### config.mk
export PLATFORM = sky130hd
export DESIGN_NAME = repair_chain_tx
export DESIGN_NICKNAME = d
export VERILOG_FILES = /design/src/rtl/repair_chain_tx.sv
export SDC_FILE = /design/constraint.sdc
export NUM_CORES = 1
export LEC_CHECK = 0
export CORE_ASPECT_RATIO = 0.75
export CORE_MARGIN = 2
export CORE_UTILIZATION = 30
export DETAILED_ROUTE_END_ITERATION = 16
export PLACE_DENSITY_LB_ADDON = 0.15
export SETUP_SLACK_MARGIN = 0.05
export SYNTH_ARGS = -nofsm -noshare
export SYNTH_HDL_FRONTEND = slang
export SYNTH_HIERARCHICAL = 1
export SYNTH_SLANG_ARGS = --single-unit
### constraint.sdc
create_clock -name clk -period 1.5 [get_ports clk]
set_input_delay 0.225 -clock clk [delete_from_list [all_inputs] [get_ports clk]]
set_output_delay 0.225 -clock clk [all_outputs]
set_load 0.05 [all_outputs]
### src/rtl/repair_chain_tx.sv
// Serialises four repair addresses into the repair/fuse register chain over a valid/ready bit stream, then strobes latch.
// Build option REPAIR_CHAIN_PARITY_EN appends an even-parity bit after each slot's address LSB.

module repair_chain_slot #(
    parameter int ADDR_W = 10,
    parameter int SW     = ADDR_W + 1
) (
    input  logic              vld,
    input  logic [ADDR_W-1:0] addr,
    output logic [SW-1:0]     bits
);
    logic [ADDR_W-1:0] addr_m;

    // Invalid slots carry an all-zero payload regardless of the address input.
    assign addr_m = vld ? addr : '0;

`ifdef REPAIR_CHAIN_PARITY_EN
    assign bits = {vld, addr_m, ^{vld, addr_m}};
`else
    assign bits = {vld, addr_m};
`endif
endmodule

module repair_chain_tx #(
    parameter int ADDR_W = 10,
    parameter int NSLOT  = 4,
    parameter int CNT_W  = 6
) (
    input  logic              clk,
    input  logic              rst,
    input  logic              start,
    input  logic [ADDR_W-1:0] repair_addr1,
    input  logic [ADDR_W-1:0] repair_addr2,
    input  logic [ADDR_W-1:0] repair_addr3,
    input  logic [ADDR_W-1:0] repair_addr4,
    input  logic [NSLOT-1:0]  repair_vld,
    output logic              busy,
    output logic              s_valid,
    output logic              s_data,
    input  logic              s_ready,
    output logic              s_latch,
    output logic              done,
    output logic [2:0]        rep_cnt
);
`ifdef REPAIR_CHAIN_PARITY_EN
    localparam int SW = ADDR_W + 2;
`else
    localparam int SW = ADDR_W + 1;
`endif
    localparam int TB = NSLOT * SW;

    typedef enum logic [1:0] {IDLE, SHIFT, LATCH} state_t;

    typedef struct packed {
        logic       busy;
        logic       s_valid;
        logic       s_latch;
        logic       done;
        logic [2:0] rep_cnt;
    } out_t;

    state_t                        state_q, state_d;
    out_t                          out_q, out_d;
    logic [TB-1:0]                 sr_q, sr_d;
    logic [CNT_W-1:0]              cnt_q, cnt_d;
    logic [NSLOT-1:0][ADDR_W-1:0]  addr_bus;
    logic [NSLOT-1:0][SW-1:0]      slot_bits;
    logic [2:0]                    pop;

    assign addr_bus = {repair_addr4, repair_addr3, repair_addr2, repair_addr1};

    // Slot 1 lands in the top element so the flattened frame leaves MSB-first in slot order.
    for (genvar g = 0; g < NSLOT; g++) begin : g_slot
        repair_chain_slot #(.ADDR_W(ADDR_W), .SW(SW)) u_slot (
            .vld  (repair_vld[g]),
            .addr (addr_bus[g]),
            .bits (slot_bits[NSLOT-1-g])
        );
    end

    always_comb begin
        pop = '0;
        for (int i = 0; i < NSLOT; i++) pop = pop + 3'(repair_vld[i]);
    end

    always_comb begin
        state_d       = state_q;
        sr_d          = sr_q;
        cnt_d         = cnt_q;
        out_d         = out_q;
        out_d.s_latch = 1'b0;
        out_d.done    = 1'b0;
        case (state_q)
            IDLE: begin
                if (start) begin
                    state_d         = SHIFT;
                    sr_d            = slot_bits;
                    cnt_d           = '0;
                    out_d.busy      = 1'b1;
                    out_d.s_valid   = 1'b1;
                    out_d.rep_cnt   = pop;
                end
            end
            SHIFT: begin
                if (out_q.s_valid && s_ready) begin
                    sr_d  = {sr_q[TB-2:0], 1'b0};
                    cnt_d = cnt_q + CNT_W'(1);
                    if (cnt_q == CNT_W'(TB - 1)) begin
                        state_d       = LATCH;
                        out_d.s_valid = 1'b0;
                        out_d.s_latch = 1'b1;
                        out_d.done    = 1'b1;
                    end
                end
            end
            LATCH: begin
                state_d    = IDLE;
                out_d.busy = 1'b0;
            end
            default: state_d = IDLE;
        endcase
    end

    always_ff @(posedge clk) begin
        if (rst) begin
            state_q <= IDLE;
            sr_q    <= '0;
            cnt_q   <= '0;
            out_q   <= '0;
        end else begin
            state_q <= state_d;
            sr_q    <= sr_d;
            cnt_q   <= cnt_d;
            out_q   <= out_d;
        end
    end

    assign busy    = out_q.busy;
    assign s_valid = out_q.s_valid;
    assign s_latch = out_q.s_latch;
    assign done    = out_q.done;
    assign rep_cnt = out_q.rep_cnt;
    assign s_data  = sr_q[TB-1];
endmodule

==> implementation parameters <==
Parameter                              Value

Status
  Status ... finished clean

Final layout
  Commonest cells after routing, fill and taps aside ... dfxtp_1, mux2i_1, nor3_1
  Core occupancy in the finished layout ... ~43%
  Multi-input gate area in the final layout ... 0.00166 sq mm
  Layout overhead on the synthesized area ... 38.4%
  Fraction of layout instances using a drive strength above 1 ... between 15 and 20%
  Fin nets ... 433
  Filler cell count in the final layout ... between 900 and 1000
  Number of antenna repair diodes ... 0
  Most common library cell in the layout ignoring fill and taps ... dfxtp_1
  Sequential Area ... between 0.001 and 0.0015 sq mm

Critical path
  Reg2reg setup slack ... between 0.1 and 0.15 ns
  Startpoint kind of the worst setup timing path ... register
  Reg2reg start ... state_q[0]
  Worst-path fanout max ... 23
  WP data arrival ... approximately 1.6 ns
  Endpoint required time on the critical path ... between 1.5 and 2 ns
  Startpoint of the worst setup timing path ... state_q[0]
  Type of the worst setup path ... reg2reg
  Type of destination of the critical path ... register

Yosys
  Fraction of synthesized cell area in xor and xnor cells ... 0%
  Main area contributors after synthesis ... dfxtp_1, mux2i_1, a211oi_1
  Share of synthesized area spent on multiplexers ... between 10% and 20%
  Synth Area in Simple Gates ... a little over a fifth
  Combinational family with the most area after synthesis ... simple AND/OR/NAND/NOR gates
  Share of the yosys chip area belonging to registers ... a little under two fifths
  Post-synthesis cell type count ... 30
  Cell type contributing the most total cell area after synthesis ... dfxtp_1
  Arithmetic-cell share of the synthesized area counting full adders, half adders and majority gates ... 1.90%
  Cell area after technology mapping ... between 0.003 and 0.004 sq mm
  Compound-cell area share of the yosys netlist ... ~15%
  Share of synthesized registers carrying an async set or reset ... 0%
  Number of enable flip-flop cells after synthesis ... 0
  Number of synthesized register bits ... 58
  Count of mapped cells out of synthesis ... roughly 320
  Synth Net Count ... between 300 and 400
  Predominant post-synthesis flop cell ... dfxtp_1
  Yosys warns ... 6
  Synth top area share ... a little under two fifths
  Average size of a mapped cell ... 9.43 sq um

STA
  Fmax ... 717 MHz
  RSZ-0062 raised after global routing ... false
  Setup violation total in the final timing report ... 0
  Min Tclk post-route ... between 1 and 1.5 ns
  Final Hold Violating Endpoints ... 0
  Post-Route Hold Slack ... 0.208 ns
  Final total negative setup slack ... 0 ns
  Measured slew at the worst slew-check pin ... 0.401 ns
  Final-report max-slew violation count ... 0
  Worst path setup slack after routing ... about 0.11 ns
  Final period utilization ... 93.0%
  Worst slew margin ... between 70% and 80%
  Clock Skew ... 0.00481 ns

Power
  Power per standard cell area ... 1080 mW/mm^2
  Overall power ... 0.00453 W
  Peak supply drop ... between 0.7 and 0.8 mV
  Static leakage ... 1.60 nW

Floorplan
  Number of rows in the core area ... 31
  Vert. Die Dim ... between 90 and 100 um
  Total core area ... just under 0.01 sq mm
  I/O pin total ... 56
  Total die area ... roughly 0.011 sq mm
  Die X ... ~120 um
  Starting utilization of the core area ... a little under a third

Placement
  Estimated wirelength of the detail-placed design ... 5.05 mm
  Placer Congestion ... approximately 0.76
  Worst slack, placed ... -0.693 ns
  Count of buffers from port buffering ... 55

Detailed routing
  Average wire per standard cell ... roughly 15 um
  Post-route ant nets ... 0
  DR DRC count ... 0
  Iteration-0 DRC count of the detailed router ... between 100 and 150
  Number of vias per cell ... a little under 5
  Total number of vias ... 2502
  Detailed-route wire length ... 7.64 mm
  Number of iterations in the first detailed-routing pass ... 4

Clock network
  Total clock sinks ... a little under 60
  Num CTS Buffers ... 9
  CTS tree ... done
  Clock root buffer master ... clkbuf_16
  CTS clk-pin slew, worst paths ... about 0.050 ns
  Worst-Skew Late Latency ... ~0.32 ns
  Clock tree buffer depth ... 2
  CTS H-tree depth ... 3

Global routing
  Antenna violations before repair ... 0
  Largest net degree at the start of global routing ... 33
  GR Util All Layers ... about 14%
  Wire length of the first global-routing pass ... roughly 12 mm
  Via count of the first global-routing pass ... between 2000 and 2500
  Residual overflow from global routing ... 0

Min path
  Startpoint of the most critical hold path ... rst
  Kind of path behind the tightest hold check ... in2reg

Run
  Max Cap Viol ... 0
[synth_stat cells (all sizes together) (2+ instances only)]
| cell type | count |
|---|---|
| a211oi | 44 |
| o2111ai | 2 |
| dfxtp | 58 |
| inv | 7 |
| nand4b | 2 |
| mux2i | 47 |
| buf | 25 |
| nand2 | 9 |
| nor3 | 45 |
| o21ai | 2 |
| nor4 | 2 |
| and2 | 40 |
| nand3 | 8 |
| or3 | 4 |
| clkbuf | 8 |
| ha | 3 |
| a21oi | 7 |
[flip-flops by register name (all words and copies together), names as in the netlist]
name	cells
rep_cnt	3
sr_q	44
state_q	2
busy	1
s_valid	1
cnt_q	6
done	1
[cell families (layout without fill, tap and decap cells)]
kind of cell	count (synthesis)	in the layout
AOI/OAI and AO/OA	57	57
adders and majority gates	4	4
and+or+nand+nor	116	116
DFF	58	58
muxes	47	47
buffers and inverters	40	104
[area by class of cell]
class	instances	area share (%)
inverters	7	0.804
clock inverters	6	1.37
well taps	132	3.93
clock buffers	10	5.45
flip-flops and latches	58	27.7
multi-input cells	224	39.6
repair buffers	81	21.1
[worst max-delay path: stages, from the launching register on]
cell and delay [ns]:
dfxtp_2 0.43, buf_4 0.41, mux2i_1 0.32, a211oi_1 0.11
[routing by layer]
| metal | up-vias | wire length, um | track usage (%) |
|---|---|---|---|
| li1 | 1284 | - | - |
| met1 | 1151 | 3860 | 20.4 |
| met2 | 59 | 3350 | 20.0 |
| met3 | 8 | 350 | 3.96 |
| met4 | 0 | 82 | 4.22 |
| met5 | - | 0 | 0 |
[report_power, final]
group          internal (W)  leakage (nW)  switching (W)
Clock               0.00127         0.142       0.000700
Combinational      0.000440         0.978       0.000386
Sequential          0.00166         0.478      0.0000690
[stage by stage]
| step | std cells | area [sq um] |
|---|---|---|
| after detailed placement | 499 | 3850 |
| after CTS | 515 | 4140 |
| final | 518 | 4200 |
| after floorplan | 322 | 3050 |
| after global placement | 499 | 3850 |
| after global routing | 518 | 4200 |
[final timing paths]
kind           endpoint  cells after the start
min reg2reg     sr_q[0]                      2
min          state_q[1]                      2
max            sr_q[20]                      3
max reg2reg    sr_q[20]                      3
[repair_timing]
action,4_1_cts,5_1_grt
pin swaps,0,1
buffers inserted,0,1
setup endpoints to repair,3,46
hold buffers,0,0
resized for setup,8,8
cloned,0,2
No activity file was read; power rests on OpenSTA's default activity.
